### config.mk
export PLATFORM = sky130hd
export DESIGN_NAME = clock_time_loader
export DESIGN_NICKNAME = d
export VERILOG_FILES = /design/src/rtl/clock_time_loader.sv
export SDC_FILE = /design/constraint.sdc
export NUM_CORES = 1
export LEC_CHECK = 0
export ABC_AREA = 1
export CORE_ASPECT_RATIO = 1.5
export CORE_MARGIN = 5
export CORE_UTILIZATION = 45
export DETAILED_ROUTE_END_ITERATION = 16
export GPL_ROUTABILITY_DRIVEN = 0
export GPL_TIMING_DRIVEN = 0
export PLACE_DENSITY = 0.69
export SLEW_MARGIN = 20
export SYNTH_ARGS = -nofsm -noshare
export SYNTH_HDL_FRONTEND = slang
export SYNTH_SLANG_ARGS = --single-unit
### constraint.sdc
create_clock -name clk -period 3.2 [get_ports clk]
set_input_delay 0.48 -clock clk [delete_from_list [all_inputs] [get_ports clk]]
set_output_delay 0.48 -clock clk [all_outputs]
set_load 0.02 [all_outputs]
### src/rtl/clock_time_loader.sv
// clock_time_loader: replays a validated HH:MM + alarm-select load as reset/digit/go key sequences to the clock core
//   clk, resetn (sync, active-low)
//   req_valid/req_ready handshake; req_alarm_only, req_hour1/2, req_min1/2 (BCD), req_alarm_sel
//   busy, done (pulse), err (pulse on rejected request)
//   clk_rst_o / alarm_rst_o (reset pulse to core), go_o (load key), data_o (digit)
module clock_time_loader #(
   parameter int SETUP_CYCLES   = 2,
   parameter int PRESS_CYCLES   = 4,
   parameter int RELEASE_CYCLES = 4,
   parameter int RST_CYCLES     = 2
) (
   input  logic       clk,
   input  logic       resetn,
   input  logic       req_valid,
   output logic       req_ready,
   input  logic       req_alarm_only,
   input  logic [3:0] req_hour1,
   input  logic [3:0] req_hour2,
   input  logic [3:0] req_min1,
   input  logic [3:0] req_min2,
   input  logic [1:0] req_alarm_sel,
   output logic       busy,
   output logic       done,
   output logic       err,
   output logic       clk_rst_o,
   output logic       alarm_rst_o,
   output logic       go_o,
   output logic [3:0] data_o
);
   typedef enum logic [2:0] {IDLE, RST, SETUP, PRESS, RELEASE, DONE} state_t;
   localparam logic [7:0] S_LD = 8'(SETUP_CYCLES - 1);
   localparam logic [7:0] P_LD = 8'(PRESS_CYCLES - 1);
   localparam logic [7:0] R_LD = 8'(RELEASE_CYCLES - 1);
   localparam logic [7:0] T_LD = 8'(RST_CYCLES - 1);
   state_t state, state_n;
   logic [2:0] field, field_n;
   logic [7:0] cnt, cnt_n;
   logic [3:0] h1, h2, m1, m2, fd;
   logic [1:0] sel;
   logic       ao, ao_n, accept, ok;
   assign accept = req_valid && req_ready;
   assign ok = req_alarm_only ||
               (req_hour1 <= 4'd2 && req_hour2 <= 4'd9 && req_min1 <= 4'd5 && req_min2 <= 4'd9 &&
                (req_hour1 != 4'd2 || req_hour2 <= 4'd3));
   // the alarm/full choice must be known on the acceptance edge to pick the reset output
   assign ao_n = accept ? req_alarm_only : ao;
   always_comb begin
      state_n = state;
      field_n = field;
      cnt_n   = (cnt != 8'd0) ? cnt - 8'd1 : cnt;
      case (state)
         IDLE:    if (accept && ok) begin
                     state_n = RST;
                     cnt_n   = T_LD;
                     field_n = req_alarm_only ? 3'd4 : 3'd0;
                  end
         RST:     if (cnt == 8'd0) begin state_n = SETUP; cnt_n = S_LD; end
         SETUP:   if (cnt == 8'd0) begin state_n = PRESS; cnt_n = P_LD; end
         PRESS:   if (cnt == 8'd0) begin state_n = RELEASE; cnt_n = R_LD; end
         RELEASE: if (cnt == 8'd0) begin
                     if (field == 3'd4) state_n = DONE;
                     else begin
                        state_n = SETUP;
                        cnt_n   = S_LD;
                        field_n = field + 3'd1;
                     end
                  end
         DONE:    state_n = IDLE;
         default: state_n = IDLE;
      endcase
      fd = (field_n == 3'd0) ? h1 :
           (field_n == 3'd1) ? h2 :
           (field_n == 3'd2) ? m1 :
           (field_n == 3'd3) ? m2 : {2'b00, sel};
   end
   // outputs are registered from the next-state decode so they line up with the state they describe
   always_ff @(posedge clk) begin
      if (!resetn) begin
         state       <= IDLE;
         field       <= 3'd0;
         cnt         <= 8'd0;
         ao          <= 1'b0;
         req_ready   <= 1'b0;
         busy        <= 1'b0;
         done        <= 1'b0;
         err         <= 1'b0;
         clk_rst_o   <= 1'b0;
         alarm_rst_o <= 1'b0;
         go_o        <= 1'b0;
         data_o      <= 4'd0;
      end else begin
         state       <= state_n;
         field       <= field_n;
         cnt         <= cnt_n;
         ao          <= ao_n;
         req_ready   <= state_n == IDLE;
         busy        <= state_n != IDLE;
         done        <= state_n == DONE;
         err         <= accept && !ok;
         clk_rst_o   <= state_n == RST && !ao_n;
         alarm_rst_o <= state_n == RST && ao_n;
         go_o        <= state_n == PRESS;
         data_o      <= (state_n == SETUP || state_n == PRESS || state_n == RELEASE) ? fd : 4'd0;
      end
   end
   always_ff @(posedge clk) begin
      if (accept) begin
         h1  <= req_hour1;
         h2  <= req_hour2;
         m1  <= req_min1;
         m2  <= req_min2;
         sel <= req_alarm_sel;
      end
   end
endmodule

### After elaboration in Yosys (flattened, before gate mapping)

Index checks and enable logic that the tools add are counted.

| cells by class | value |
|---|---|
| add/subtract/negate cells | 2 |
| equality and inequality tests | 14 |
| order comparisons | 5 |
| muxes and demuxes | 24 |
| reduce and logical (&&, ||, !) cells | 23 |

Operators with widths:

| kind | number |
|---|---|
| 8-bit two-way mux | 6 |
| 8-bit case mux with 4 select lines | 1 |
| 3-bit two-way mux | 10 |
| 3-bit by 2-bit == test with 1-bit output (second input constant) | 6 |
| 4-bit two-way mux | 4 |
| 3-bit case mux with 5 select lines | 1 |
| 3-bit == test (second input constant) | 4 |
| 3-bit by 1-bit == test with 1-bit output (second input constant) | 3 |
| 1-bit logical AND | 9 |
| 3-bit logical NOT | 3 |
| 4-bit by 2-bit less-or-equal comparator with 1-bit output (second input constant) | 2 |
| 4-bit less-or-equal comparator (second input constant) | 2 |
| 8-bit logical NOT | 1 |
| 8-bit nonzero test | 1 |
| 8-bit by 1-bit subtractor with 8-bit output (second input constant) | 1 |
| 3-bit case mux with 2 select lines | 1 |
| 4-bit by 3-bit less-or-equal comparator with 1-bit output (second input constant) | 1 |
| 1-bit logical OR | 4 |
| 4-bit by 2-bit inequality test with 1-bit output (second input constant) | 1 |
| 3-bit by 1-bit adder with 3-bit output (second input constant) | 1 |
| 3-bit nonzero test | 1 |
| 1-bit logical NOT | 2 |
| 2-bit AND reduction | 1 |
| 2-bit OR reduction | 1 |
| 1-bit two-way mux | 1 |

| storage, ports and cells | value |
|---|---|
| output and inout port bits | 11 |
| input port bits | 22 |
| bits in registers | 44 |

### Logic depth before layout (Yosys ltp)

| logic depth | value |
|---|---|
| depth after elaboration | 14 |
| depth in mapped cells | 16 |
| mapped depth without buffers | 16 |

### Least setup slack after synthesis

Ideal clock, no wire load.

| path | value |
|---|---|
| path type | input to register |
| start point | in req_valid |
| end point | reg data_o[1] |
| cell stages on the path | 12 |
| arrival time | 1.931 ns |
| library setup time | 0.111 ns |
| slack | 1.158 ns |
| cells stage by stage | nand2_1 -> inv_1 -> nand2_1 -> nand2_1 -> nand2_1 -> nand2_1 -> nand2_1 -> nor2_2 -> nand2_1 -> or2_0 -> nand4_1 -> inv_1 |

| between the ends | value |
|---|---|
| cells in the longest elaborated chain, start to end | 9 |
| elaborated cells between the ends (all ways) | 20 |
| those cells by class | eq/ne: 6; mux: 8; reduce/logical: 6 |

RTL lines:

| what | line | RTL |
|---|---|---|
| start: declaration | 14 | `input logic req_valid,` |
| 1-bit logical AND (*) | 41 | `assign accept = req_valid && req_ready;` |
| via accept | 40 | `logic ao, ao_n, accept, ok;` |
| 1-bit logical AND (*) | 52 | `IDLE: if (accept && ok) begin` |
| 3-bit two-way mux | 52 |  |
| 3-bit case mux with 2 select lines | 51 | `case (state)` |
| 3-bit by 2-bit == test with 1-bit output | 74 | `(field_n == 3'd3) ? m2 : {2'b00, sel};` |
| 4-bit two-way mux | 74 |  |
| 4-bit two-way mux | 73 | `(field_n == 3'd2) ? m1 :` |
| 4-bit two-way mux | 72 | `(field_n == 3'd1) ? h2 :` |
| 4-bit two-way mux | 71 | `fd = (field_n == 3'd0) ? h1 :` |
| end signal: assignment | 103 | `data_o <= (state_n == SETUP \|\| state_n == PRESS \|\| state_n == RELEASE) ? fd : 4'd0;` |
| end: declaration | 28 | `output logic [3:0] data_o` |

The timed path passes the listed nets; every way through them passes the cells marked *.
A chain may end at the register's enable or synchronous reset.

### Final worst setup path

| path | value |
|---|---|
| start point | in req_valid |
| end point | reg data_o[0] |

The elaborated chain is that of the path after synthesis.

==> results.yml <==
clock_network:
  cts_tree: "done"
  path_clk_slew_ns: 0.08
  cts_num_sinks: 44
  cts_max_level: 2
  cts.path.max_buffers: 2
  cts_resized: 0
  ctsHoldBuffers: 0
  cts_buffers: 5
  clk_latency_ns: 0.30
  cts_root_buf: "clkbuf_8"
  post-cts-setup-buffers: 0
floorplanning:
  start_util_pct: 47.1
  rows: 29
  die_x_um: 64.6
  die_h_um: 92.0
  ios: 33
  die_area_sq_um: 5950
  core_area_sq_um: 4280
timing:
  setup_violations: 0
  hold_violations: 0
  slew_headroom_pct: 48.3
  fin_setup_tns_ns: 0
  min_period_ns: 2.57
  fmax_ghz: 0.389
  clock_skew_ns: 0.00678
  slew_violations: 0
  worst_pin_slew_ns: 0.775
  finalCritPeriodShare_pct: 80.4
  grt_setup_unrepaired: "no"
global_routing:
  grt_start_max_net_pins: 23
  grt_first_pass_wirelength_um: 6250
  grtUsageMet2_pct: 27.5
  gr-total-overflow: 0
  antenna_found_initial: 0
  grt_pass1_vias: 1529
  grt.met1_usage_pct: 12.3
  gr-max-usage-layer: "met2"
  grt_usage_pct: 14.0
  use_met3_pct: 3.30
layout:
  drive_gt1_share_pct: 9.85
  syn_to_final_growth_pct: 25.3
  fillers: 387
  antenna_cells: 0
  layout.nets: 299
detailed_routing:
  post_drt_wl_per_cell_um: 11.7
  first_pass_iters: 4
  wl_um: 3760
  drt_iter0_markers: 26
  postRouteAntennaNets: 0
  viasPerCell: 4.98
  num_vias: 1593
  drc: 0
pwr:
  ir_drop_mv: 0.316
  p_sw_share_pct: 32.7
  pwr-share-seq_pct: 39.7
  p_int_mw: 1.20
  combPwrFrac_pct: 32.5
  powerDensity_nw_per_um2: 708
  fin_total_pwr_mw: 1.79
  p_sw_uw: 584
  p_leak_nw: 1.13
  p_clk_share_pct: 27.7
critical_path:
  required_ns: 3.44
  reg2regPathDepth: 12
  endpoint_kind: "flop"
  start_kind: "primary input"
  path_class: "primary input to flop"
  worst_ep_arrival_time_ns: 2.82
  worstPathMaxFanout: 22
hold_path:
  hold_depth: 2
  hold_path.class: "flop to flop"
synth:
  async_flop_share_pct: 0
  yosysTopAreaCell: "edfxtp_1"
  synth_nets: 260
  yosys-top-cells-area: "edfxtp_1, dfxtp_1, nand2_1"
  synthCells: 234
  synth.yosys.seq_area_share_pct: 52.6
  syn_area_sq_um: 2020
  synth_top_cells_by_count: "nand2_1, nor2_1, inv_1, dfxtp_1, edfxtp_1"
  avgSynthCellArea_sq_um: 8.61
  ys.flop_type: "dfxtp_1"
  synth_edf_count: 18
  synth_seq_cells: 44
  ys_warn_count: 0
  synth_cell_types: 34
  yosysTopAreaCellShare_pct: 26.8
  yosysMostFrequentCell: "nand2_1"
placed_design:
  io_buffers: 32
  hpwl_um: 3040
flow_run:
  max_cap_violations: 0
status:
  outcome: "finished, final reports clean"
==> final cells by class <==
class                           count  area, sq um  share of cell area (%)
Timing Repair Buffer               32          320                    12.7
Sequential cell                    44         1060                    42.0
Tap cell                           46         57.6                    2.28
Inverter                           37          141                    5.60
Clock buffer                        6         72.6                    2.87
Multi-Input combinational cell    153          813                    32.2
Clock inverter                      2         60.1                    2.38
==> registers in the layout (all words and copies together) (netlist names), 2 cells and up <==
register,count
sel,2
data_o,4
m2,4
h2,4
h1,4
m1,4
field,3
cnt,8
state,3
==> final timing paths <==
| check | from | endpoint | slack, ns |
|---|---|---|---|
| setup reg to reg | req_ready$_SDFF_PN0_ | data_o[0]$_SDFF_PN0_ | 0.92 |
| setup / recovery | req_valid | data_o[0]$_SDFF_PN0_ | 0.63 |
| hold reg to reg | m2[2]$_DFFE_PP_ | data_o[2]$_SDFF_PN0_ | 0.53 |
| hold / removal | m2[2]$_DFFE_PP_ | data_o[2]$_SDFF_PN0_ | 0.53 |
==> cell families after synthesis <==
family                   after synthesis  share of synthesized area, %
flip-flops                            44                          52.6
buffers and inverters                 37                          7.01
AND/OR/NAND/NOR                      118                          26.6
XOR/XNOR                               6                          2.61
adder cells (fa/ha/maj)                4                          2.48
AO/OA/AOI/OAI                         25                          8.63
==> metrics by stage <==
stage                     utilization [%]  hold WS (ns)  instance area (sq um)  cells  worst slack, ns
after detailed placement             55.9         0.511                   2390    312            0.248
after floorplan                         -         0.461                   2020    234             1.16
final                                59.0         0.532                   2530    320            0.628
after global placement               55.9         0.509                   2390    312            0.306
after CTS                            59.0         0.536                   2530    320            0.597
after global routing                 59.0         0.567                   2530    320            0.354
==> power groups by stage <==
stage          logic [mW]  registers (mW)  clock network, mW
6_report            0.581           0.711              0.496
5_1_grt             0.667           0.724              0.528
4_1_cts             0.588           0.713              0.509
3_5_place_dp        0.583           0.726                  0
3_3_place_gp        0.575           0.724                  0
2_1_floorplan       0.451           0.727                  0
==> critical path: stages <==
cell             delay (ns)
clkdlybuf4s50_1        0.45
nand2_1                0.06
inv_1                  0.57
nand3_1                0.32
nand2_1                0.15
nand2_2                0.08
inv_1                  0.10
nand2_1                0.07
nor2_2                 0.20
nor2_1                 0.08
nand3_1                0.10
nand2_1                0.07
a21oi_2                0.10
==> per-layer routing <==
metal / vias to the layer above / share of wire, %
met2: 41 / 56
met4: 0 / 3.6
met3: 12 / 5.1
met1: 702 / 35
met5: - / 0
li1: 838 / -
==> cells in the final DEF (no fill, tap or decap), types with 2 or more instances in the layout <==
master and n:
nand2_2 4, nor2_1 39, clkdlybuf4s50_1 32, nor2_2 3, or2_2 2, a21oi_1 7, edfxtp_1 18, o211ai_1 3
inv_1 33, xor2_1 5, nand3_1 15, o21ai_0 5, nor3_1 4, nand4_1 3, inv_2 2, ha_1 4
nor2_4 2, nand2_1 43, bufinv_16 2, dfxtp_1 26, clkbuf_8 5
Note: power is estimated with default switching activity, not from simulation.
